File: src/rtl/input_cmd_gen_pkg.sv
// rtl/input_cmd_gen_pkg.sv - command codes, UART key map and merge priority table
package input_cmd_gen_pkg;

    typedef enum logic [3:0] {
        CMD_NONE   = 4'd0,
        CMD_LEFT   = 4'd1,
        CMD_RIGHT  = 4'd2,
        CMD_DOWN   = 4'd3,
        CMD_ROTATE = 4'd4,
        CMD_DROP   = 4'd5,
        CMD_HOLD   = 4'd6,
        CMD_TICK   = 4'd7
    } cmd_t;

    // UART key map: KEY_CHAR[i] decodes to KEY_CMD[i]
    localparam int KEY_COUNT = 11;
    localparam logic [KEY_COUNT-1:0][7:0] KEY_CHAR = {
        "a", "A", "d", "D", "s", "S", "w", "W", " ", "c", "C"
    };
    localparam logic [KEY_COUNT-1:0][3:0] KEY_CMD = {
        4'd1, 4'd1, 4'd2, 4'd2, 4'd3, 4'd3, 4'd4, 4'd4, 4'd5, 4'd6, 4'd6
    };

    // Local pending flags, index 0 is the highest priority after UART
    localparam int N_FLAGS = 6;
    localparam logic [N_FLAGS-1:0][3:0] FLAG_CMD = {
        4'd7, 4'd3, 4'd2, 4'd1, 4'd4, 4'd6
    };
    localparam int F_HOLD   = 0;
    localparam int F_ROTATE = 1;
    localparam int F_LEFT   = 2;
    localparam int F_RIGHT  = 3;
    localparam int F_DOWN   = 4;
    localparam int F_TICK   = 5;

    function automatic cmd_t decode_key(input logic [7:0] key);
        decode_key = CMD_NONE;
        for (int i = 0; i < KEY_COUNT; i++) begin
            if (key == KEY_CHAR[i]) begin
                decode_key = cmd_t'(KEY_CMD[i]);
            end
        end
    endfunction

endpackage

File: src/rtl/input_cmd_gen_if.sv
// rtl/input_cmd_gen_if.sv - UART byte input and command stream bundle
interface input_cmd_gen_if;
    import input_cmd_gen_pkg::*;

    logic       rx_valid;
    logic [7:0] rx_data;
    logic       cmd_ready;
    logic       cmd_valid;
    cmd_t       cmd;
    logic       rx_overrun;

    modport master (
        output rx_valid, rx_data, cmd_ready,
        input  cmd_valid, cmd, rx_overrun
    );

    modport slave (
        input  rx_valid, rx_data, cmd_ready,
        output cmd_valid, cmd, rx_overrun
    );
endinterface

File: src/rtl/input_cmd_gen_cmd_fifo.sv
// rtl/input_cmd_gen_cmd_fifo.sv - small synchronous command queue
module cmd_fifo #(
    parameter int DEPTH = 4,
    parameter int WIDTH = 4
) (
    input  logic             clk,
    input  logic             reset_n,
    input  logic             push,
    input  logic [WIDTH-1:0] push_data,
    input  logic             pop,
    output logic [WIDTH-1:0] head,
    output logic             full,
    output logic             empty
);
    localparam int AW = (DEPTH > 1) ? $clog2(DEPTH) : 1;
    localparam int CW = $clog2(DEPTH + 1);

    logic [WIDTH-1:0] mem [DEPTH];
    logic [AW-1:0]    wr_ptr;
    logic [AW-1:0]    rd_ptr;
    logic [CW-1:0]    count;
    logic             do_push;
    logic             do_pop;

    assign full    = (count == CW'(DEPTH));
    assign empty   = (count == '0);
    assign do_pop  = pop && !empty;
    assign do_push = push && (!full || do_pop);
    assign head    = empty ? '0 : mem[rd_ptr];

    // Storage write; contents need no reset since the count gates visibility
    always_ff @(posedge clk) begin
        if (do_push) begin
            mem[wr_ptr] <= push_data;
        end
    end

    // Pointers wrap naturally for power-of-two depths
    always_ff @(posedge clk) begin
        if (!reset_n) begin
            wr_ptr <= '0;
            rd_ptr <= '0;
            count  <= '0;
        end else begin
            if (do_push) begin
                wr_ptr <= wr_ptr + AW'(1);
            end
            if (do_pop) begin
                rd_ptr <= rd_ptr + AW'(1);
            end
            count <= count + CW'(do_push) - CW'(do_pop);
        end
    end
endmodule

File: src/rtl/input_cmd_gen.sv
// rtl/input_cmd_gen.sv - debounced buttons/switches, gravity and UART merged into a command queue
module input_cmd_gen
    import input_cmd_gen_pkg::*;
#(
    parameter int DEBOUNCE_CYC = 500000,
    parameter int DAS_CYC      = 8000000,
    parameter int ARR_CYC      = 2500000,
    parameter int GRAVITY_CYC  = 25000000,
    parameter int FIFO_DEPTH   = 4
) (
    input  logic              clk,
    input  logic              reset_n,
    input  logic [3:0]        usr_btn,
    input  logic [3:0]        usr_sw,
    input_cmd_gen_if.slave    bus
);
    localparam int DB_W    = $clog2(DEBOUNCE_CYC + 1);
    localparam int REP_MAX = (DAS_CYC > ARR_CYC) ? DAS_CYC : ARR_CYC;
    localparam int REP_W   = $clog2(REP_MAX + 1);
    localparam int GRAV_W  = $clog2(GRAVITY_CYC + 1);

    logic [7:0]         raw;
    logic [7:0]         deb;
    logic [3:0]         btn_q;
    logic               hold_q;
    logic [1:0]         speed_q;
    logic [3:0]         rise;
    logic [2:0]         rep_evt;
    logic               tick_evt;
    logic [GRAV_W-1:0]  grav_cnt;
    logic [GRAV_W-1:0]  period;
    logic [N_FLAGS-1:0] flags;
    logic [N_FLAGS-1:0] raise_flags;
    logic [N_FLAGS-1:0] take_flags;
    logic               uart_full;
    cmd_t               uart_cmd;
    cmd_t               rx_cmd;
    logic               rx_hit;
    logic               take_uart;
    logic               overrun;
    logic               push;
    logic [3:0]         push_data;
    logic               pop;
    logic               can_push;
    logic               fifo_full;
    logic               fifo_empty;
    logic [3:0]         fifo_head;

    assign raw = {usr_sw, usr_btn};

    generate
        for (genvar i = 0; i < 8; i++) begin : g_deb
            logic            raw_q;
            logic            deb_r;
            logic [DB_W-1:0] run;
            logic [DB_W-1:0] run_nxt;

            // Length of the current run of identical raw samples, saturating
            always_comb begin
                run_nxt = run + DB_W'(1);
                if (raw[i] != raw_q) begin
                    run_nxt = DB_W'(1);
                end else if (run == DB_W'(DEBOUNCE_CYC)) begin
                    run_nxt = run;
                end
            end

            // Accept the raw level once it has been stable long enough
            always_ff @(posedge clk) begin
                if (!reset_n) begin
                    raw_q <= 1'b0;
                    run   <= '0;
                    deb_r <= 1'b0;
                end else begin
                    raw_q <= raw[i];
                    run   <= run_nxt;
                    if (run_nxt == DB_W'(DEBOUNCE_CYC)) begin
                        deb_r <= raw[i];
                    end
                end
            end

            assign deb[i] = deb_r;
        end
    endgenerate

    // Previous debounced levels for edge and change detection
    always_ff @(posedge clk) begin
        if (!reset_n) begin
            btn_q   <= '0;
            hold_q  <= 1'b0;
            speed_q <= '0;
        end else begin
            btn_q   <= deb[3:0];
            hold_q  <= deb[5];
            speed_q <= deb[7:6];
        end
    end

    assign rise = deb[3:0] & ~btn_q;

    // Auto-repeat for RIGHT (btn0), LEFT (btn1) and DOWN (btn3)
    generate
        for (genvar j = 0; j < 3; j++) begin : g_rep
            localparam int B = (j == 2) ? 3 : j;
            logic [REP_W-1:0] cnt;
            logic             repeating;

            assign rep_evt[j] = deb[B] && !rise[B] &&
                                (repeating ? (cnt == REP_W'(ARR_CYC - 1))
                                           : (cnt == REP_W'(DAS_CYC - 1)));

            // Hold timer restarts on the press edge and stops on release
            always_ff @(posedge clk) begin
                if (!reset_n || rise[B] || !deb[B]) begin
                    cnt       <= '0;
                    repeating <= 1'b0;
                end else if (rep_evt[j]) begin
                    cnt       <= '0;
                    repeating <= 1'b1;
                end else begin
                    cnt <= cnt + REP_W'(1);
                end
            end
        end
    endgenerate

    assign period   = GRAV_W'(GRAVITY_CYC) >> deb[7:6];
    assign tick_evt = !deb[4] && (deb[7:6] == speed_q) &&
                      (grav_cnt == period - GRAV_W'(1));

    // Gravity timer: frozen while paused, restarted on a speed change
    always_ff @(posedge clk) begin
        if (!reset_n) begin
            grav_cnt <= '0;
        end else if (deb[7:6] != speed_q) begin
            grav_cnt <= '0;
        end else if (!deb[4]) begin
            grav_cnt <= tick_evt ? '0 : grav_cnt + GRAV_W'(1);
        end
    end

    always_comb begin
        raise_flags           = '0;
        raise_flags[F_HOLD]   = deb[5] ^ hold_q;
        raise_flags[F_ROTATE] = rise[2];
        raise_flags[F_LEFT]   = rise[1] | rep_evt[1];
        raise_flags[F_RIGHT]  = rise[0] | rep_evt[0];
        raise_flags[F_DOWN]   = rise[3] | rep_evt[2];
        raise_flags[F_TICK]   = tick_evt;
    end

    assign rx_cmd   = decode_key(bus.rx_data);
    assign rx_hit   = bus.rx_valid && (rx_cmd != CMD_NONE);
    assign pop      = !fifo_empty && bus.cmd_ready;
    assign can_push = !fifo_full || pop;

    // Pick one source per cycle: UART first, then flags in table order
    always_comb begin
        push       = 1'b0;
        push_data  = 4'd0;
        take_uart  = 1'b0;
        take_flags = '0;
        if (can_push) begin
            if (uart_full) begin
                push      = 1'b1;
                push_data = uart_cmd;
                take_uart = 1'b1;
            end else begin
                for (int k = N_FLAGS - 1; k >= 0; k--) begin
                    if (flags[k]) begin
                        push       = 1'b1;
                        push_data  = FLAG_CMD[k];
                        take_flags = '0;
                        take_flags[k] = 1'b1;
                    end
                end
            end
        end
    end

    // Pending flags: a raise in the consuming cycle wins over the clear
    always_ff @(posedge clk) begin
        if (!reset_n) begin
            flags <= '0;
        end else begin
            flags <= (flags & ~take_flags) | raise_flags;
        end
    end

    // One-entry UART holding register; a slot freed this cycle can be refilled
    always_ff @(posedge clk) begin
        if (!reset_n) begin
            uart_full <= 1'b0;
            uart_cmd  <= CMD_NONE;
            overrun   <= 1'b0;
        end else if (rx_hit) begin
            if (uart_full && !take_uart) begin
                overrun <= 1'b1;
            end else begin
                uart_full <= 1'b1;
                uart_cmd  <= rx_cmd;
            end
        end else if (take_uart) begin
            uart_full <= 1'b0;
        end
    end

    cmd_fifo #(
        .DEPTH (FIFO_DEPTH),
        .WIDTH (4)
    ) u_fifo (
        .clk       (clk),
        .reset_n   (reset_n),
        .push      (push),
        .push_data (push_data),
        .pop       (pop),
        .head      (fifo_head),
        .full      (fifo_full),
        .empty     (fifo_empty)
    );

    assign bus.cmd_valid  = !fifo_empty;
    assign bus.cmd        = cmd_t'(fifo_head);
    assign bus.rx_overrun = overrun;
endmodule
File: src/flat_wrapper.sv
// flat-port wrapper written by rule: the top's interface ports become plain ports
module input_cmd_gen_flat import input_cmd_gen_pkg::*;
#(
    parameter int DEBOUNCE_CYC = 500000,
    parameter int DAS_CYC      = 8000000,
    parameter int ARR_CYC      = 2500000,
    parameter int GRAVITY_CYC  = 25000000,
    parameter int FIFO_DEPTH   = 4
)
  (clk, reset_n, usr_btn, usr_sw, bus_rx_valid, bus_rx_data, bus_cmd_ready, bus_cmd_valid, bus_cmd, bus_rx_overrun);
  input_cmd_gen_if bus_i ();
  input  logic clk;
  input  logic reset_n;
  input  logic [3:0] usr_btn;
  input  logic [3:0] usr_sw;
  input wire logic [$bits(bus_i.rx_valid)-1:0] bus_rx_valid;
  input wire logic [$bits(bus_i.rx_data)-1:0] bus_rx_data;
  input wire logic [$bits(bus_i.cmd_ready)-1:0] bus_cmd_ready;
  output wire logic [$bits(bus_i.cmd_valid)-1:0] bus_cmd_valid;
  output wire logic [$bits(bus_i.cmd)-1:0] bus_cmd;
  output wire logic [$bits(bus_i.rx_overrun)-1:0] bus_rx_overrun;
  assign bus_i.rx_valid = bus_rx_valid;
  assign bus_i.rx_data = bus_rx_data;
  assign bus_i.cmd_ready = bus_cmd_ready;
  assign bus_cmd_valid = bus_i.cmd_valid;
  assign bus_cmd = bus_i.cmd;
  assign bus_rx_overrun = bus_i.rx_overrun;
  input_cmd_gen #(.DEBOUNCE_CYC(DEBOUNCE_CYC), .DAS_CYC(DAS_CYC), .ARR_CYC(ARR_CYC), .GRAVITY_CYC(GRAVITY_CYC), .FIFO_DEPTH(FIFO_DEPTH)) u_core (.clk(clk), .reset_n(reset_n), .usr_btn(usr_btn), .usr_sw(usr_sw), .bus(bus_i));
endmodule
File: config.mk
export PLATFORM = sky130hd
export DESIGN_NAME = input_cmd_gen_flat
export DESIGN_NICKNAME = d
export VERILOG_FILES = /design/src/rtl/input_cmd_gen_pkg.sv /design/src/rtl/input_cmd_gen_if.sv /design/src/rtl/input_cmd_gen_cmd_fifo.sv /design/src/rtl/input_cmd_gen.sv /design/src/flat_wrapper.sv
export SDC_FILE = /design/constraint.sdc
export NUM_CORES = 1
export LEC_CHECK = 0
export ABC_AREA = 1
export BUFFER_PORTS_ARGS = -buffer_cell sky130_fd_sc_hd__buf_4
export CAP_MARGIN = 20
export CORE_MARGIN = 3
export CORE_UTILIZATION = 40
export CTS_CLUSTER_DIAMETER = 200
export DETAILED_ROUTE_END_ITERATION = 10
export SLEW_MARGIN = 30
export SYNTH_ARGS = -nofsm -noshare
export SYNTH_HDL_FRONTEND = slang
export SYNTH_SLANG_ARGS = --single-unit
File: constraint.sdc
create_clock -name clk -period 2.6 [get_ports clk]
set_clock_uncertainty 0.05 [all_clocks]
set_input_delay 0.39 -clock clk [delete_from_list [all_inputs] [get_ports clk]]
set_output_delay 0.39 -clock clk [all_outputs]
set_load 0.02 [all_outputs]
==> flow_metrics.env <==
export IMPL_intPower_w=0.00860
export IMPL_clock_fmax_mhz=435
export IMPL_antenna_cells=0
export IMPL_layout_setup_ws_ns=0.301
export IMPL_synthArstFlopShare=0
export IMPL_nets=2766
export IMPL_hold_class="input port to flip-flop"
export IMPL_min_path_cells=3
export IMPL_dp_hpwl_um=30600
export IMPL_area_growth_pct=12.9
export IMPL_tns_ns=0
export IMPL_route_detailed_drc=0
export IMPL_holdCritStartpoint="usr_btn[3]"
export IMPL_ff2ff_path_depth=10
export IMPL_clkSlewWorstSetupHoldPaths_ns=0.06
export IMPL_crit_slowest_cell="fa_1"
export IMPL_crit_cells=10
export IMPL_grt_max_degree=107
export IMPL_yosysTopAreaCell="dfxtp_1"
export IMPL_grtUsageTotal=0.185
export IMPL_vias=16400
export IMPL_timing_hold_violations_final=0
export IMPL_fillers=4383
export IMPL_yosys_warnings=0
export IMPL_critPathCaptureType="flip-flop"
export IMPL_synth_area_leaders="dfxtp_1 34%, nand2_1 13%, nor2_1 13%, inv_1 7.4%, nand3_1 6.9%"
export IMPL_cts_tree="built"
export IMPL_finalPower_w=0.0113
export IMPL_clkSinkCount=304
export IMPL_yosys_top_cells_count="593 x nand2_1, 581 x nor2_1, 340 x inv_1"
export IMPL_crit_chain="inv_1, and3_1, inv_1, o31ai_4, ha_1, inv_1, ha_1, fa_1, xor2_1, nor2_1"
export IMPL_crit_buf_inv=3
export IMPL_avgRoutedWirePerCell_um=12.6
export IMPL_yosys_area_top_type_share=0.339
export IMPL_die_y_um=214
export IMPL_routed_wl_um=41500
export IMPL_total_leakage_power_nw=7.41
export IMPL_crit_start="u_core.u_fifo.count[1]"
export IMPL_peakVddDrop_mv=0.453
export IMPL_antenna_found_initial=0
export IMPL_rsz0062_at_grt="no"
export IMPL_pre_cts_ws_ns=0.182
export IMPL_synth_seq_cells=304
export IMPL_cts_htree_levels=2
export IMPL_switching_share=0.241
export IMPL_pwr_share_comb=0.070
export IMPL_initial_utilization=0.408
export IMPL_cts_root_buffer="clkbuf_16"
export IMPL_drive_gt1_frac=0.0699
export IMPL_ios=26
export IMPL_globalplace_congestion=0.886
export IMPL_period_share=0.884
export IMPL_clockPowerShare=0.504
export IMPL_worst_ep_arrival_time_ns=2.66
export IMPL_syn_area_per_cell_sq_um=6.45
export IMPL_cpMostUsedCell="inv_1"
export IMPL_via_per_inst=4.98
export IMPL_powerDensity_nw_per_um2=582
export IMPL_cts_buffers=39
export IMPL_multiInputGateArea_sq_um=9520
export IMPL_status="completed"
export IMPL_drt_iter0_drc=842
export IMPL_synth_top_flop_cell="dfxtp_1"
export IMPL_p_switching_w=0.00273
export IMPL_synthesis_nets=2722
export IMPL_synth_edf_count=12
export IMPL_post_synth_top_count_cell="nand2_1"
export IMPL_slew_headroom=0.503
export IMPL_synth_cells=2674
export IMPL_core_area_sq_um=42200
export IMPL_rr_startpoint="u_core.u_fifo.count[1]"
export IMPL_first_global_vias=15500
export IMPL_netlist_area_sq_um=17200
export IMPL_cp_top_family="adder cells"
export IMPL_timing_setup_critical_path_class="flip-flop to flip-flop"
export IMPL_seqPwrFrac=0.426
export IMPL_overflow=0
export IMPL_grt_pass1_wl_um=71800
export IMPL_cp_max_fo=9
export IMPL_worstPathRequired_ns=2.96
export IMPL_num_rows=75
export IMPL_period_needed_ns=2.30
export IMPL_critPathLaunchType="flip-flop"
export IMPL_setup_viol=0
export IMPL_cts_max_path_buffers=3
export IMPL_drv_cap=0
export IMPL_slowest_delay_ns=0.39
export IMPL_dieWidth_um=214
export IMPL_antenna_left=0
export IMPL_tightest_slew_ns=0.743
export IMPL_dieArea_sq_um=45600
export IMPL_drv_slew=0
export IMPL_portBuffers=24
export IMPL_clock_latency_ns=0.55
export IMPL_ys_types=53
export IMPL_seq_area_sq_um=6210
export IMPL_seq_area_frac_synth=0.360
export IMPL_firstDrtPassIters=5
-- worst reg2reg max path, delay by kind of cell, from the launching register on --
kind / cells / cell delay [ns]
AO/OA/AOI/OAI: 1 / 0.13
XOR/XNOR: 1 / 0.16
adder cells (fa/ha/maj): 3 / 0.88
buffers and inverters: 3 / 0.28
flip-flops: 1 / 0.37
AND/OR/NAND/NOR: 2 / 0.30
-- final timing paths --
| check | endpoint | slack (ns) |
|---|---|---|
| worst min-delay path | u_core.g_deb[3].raw_q | 0.04 |
| worst max-delay path | u_core.u_fifo.count[2] | 0.30 |
| worst min register to register | u_core.flags[1] | 0.39 |
| worst max register to register | u_core.u_fifo.count[2] | 0.30 |
-- layout make-up --
class                           count  share of cell area
Clock buffer                       48              0.0534
Inverter                          345              0.0667
Tap cell                          539              0.0347
Timing Repair Buffer               52              0.0213
Clock inverter                     23              0.0160
Multi-Input combinational cell   1976               0.489
Sequential cell                   304               0.319
-- power groups by stage --
stage                     Clock [W]  Sequential, W  Combinational (W)
after global routing        0.00607        0.00484           0.000906
after global placement            0        0.00493           0.000772
final                       0.00572        0.00483           0.000792
after detailed placement          0        0.00493           0.000785
after CTS                   0.00588        0.00483           0.000797
after floorplan                   0        0.00491           0.000519
-- repair_timing --
| action | CTS | global route |
|---|---|---|
| resized for setup | 0 | 1 |
| hold endpoints to repair | 5 | 0 |
| setup buffers | 0 | 0 |
| endpoints found under the setup margin | 0 | 1 |
| hold buffers | 5 | 0 |
-- routing by layer --
layer | vias up | track usage | share of wire
li1 | 8628 | - | -
met1 | 7424 | 0.252 | 0.49
met2 | 248 | 0.302 | 0.45
met3 | 72 | 0.0288 | 0.040
met4 | 0 | 0.0613 | 0.023
met5 | - | 0 | 0
-- logic make-up (layout without fill, tap and decap cells) --
| family | after synthesis | count (layout) | share of synthesized area |
|---|---|---|---|
| other | 1 | 1 | 0.000218 |
| and+or+nand+nor | 1682 | 1682 | 0.428 |
| xor gates and xnor gates | 84 | 84 | 0.0457 |
| AOI/OAI and AO/OA | 181 | 181 | 0.0575 |
| DFF | 304 | 304 | 0.360 |
| buffers and inverters | 394 | 468 | 0.0882 |
| adders and majority gates | 28 | 28 | 0.0208 |
-- cells in the final DEF (no fill, tap or decap), types with 3 or more instances in the layout --
master | Yosys | layout
a21boi_0 | 3 | 3
a21oi_1 | 75 | 75
a31oi_1 | 3 | 3
and3_1 | 3 | 3
buf_4 | 5 | 46
bufinv_16 | 0 | 7
clkbuf_1 | 22 | 6
clkbuf_16 | 0 | 39
clkbuf_8 | 0 | 3
clkinv_2 | 0 | 8
dfxtp_1 | 292 | 292
dlygate4sd3_1 | 0 | 5
edfxtp_1 | 12 | 12
ha_1 | 27 | 27
inv_1 | 340 | 340
inv_2 | 4 | 4
inv_6 | 0 | 3
nand2_1 | 593 | 593
nand2_2 | 11 | 11
nand3_1 | 236 | 236
nand3_2 | 9 | 9
nand3b_1 | 16 | 16
nand4_1 | 83 | 83
nor2_1 | 581 | 581
nor2_2 | 24 | 24
nor2_4 | 8 | 8
nor3_1 | 73 | 73
nor3_4 | 4 | 4
nor3b_1 | 12 | 12
nor4_1 | 16 | 16
o211ai_1 | 4 | 4
o21ai_0 | 67 | 67
o21ai_1 | 11 | 11
o41ai_1 | 5 | 5
or2_2 | 9 | 9
xnor2_1 | 12 | 12
xnor2_2 | 7 | 7
xor2_1 | 65 | 65
-- stage by stage --
stage	hold slack [ns]	instance area (sq um)	instances	util
after floorplan	0.349	17200	2674	-
after global placement	0.376	18100	3211	0.427
after detailed placement	0.385	18100	3211	0.427
after CTS	0.00374	19500	3287	0.461
after global routing	0.0320	19500	3287	0.461
final	0.0377	19500	3287	0.461
-- sequential cells by signal, summed over array words and instances (netlist names), 4 cells and up, named ones only --
| signal | flops |
|---|---|
| u_core.g_deb.run | 152 |
| u_core.g_rep.cnt | 69 |
| u_core.grav_cnt | 25 |
| u_core.u_fifo.mem | 12 |
| u_core.g_deb.deb_r | 8 |
| u_core.g_deb.raw_q | 8 |
| u_core.flags | 6 |
| u_core.btn_q | 4 |
No activity file was read; power rests on OpenSTA's default activity.
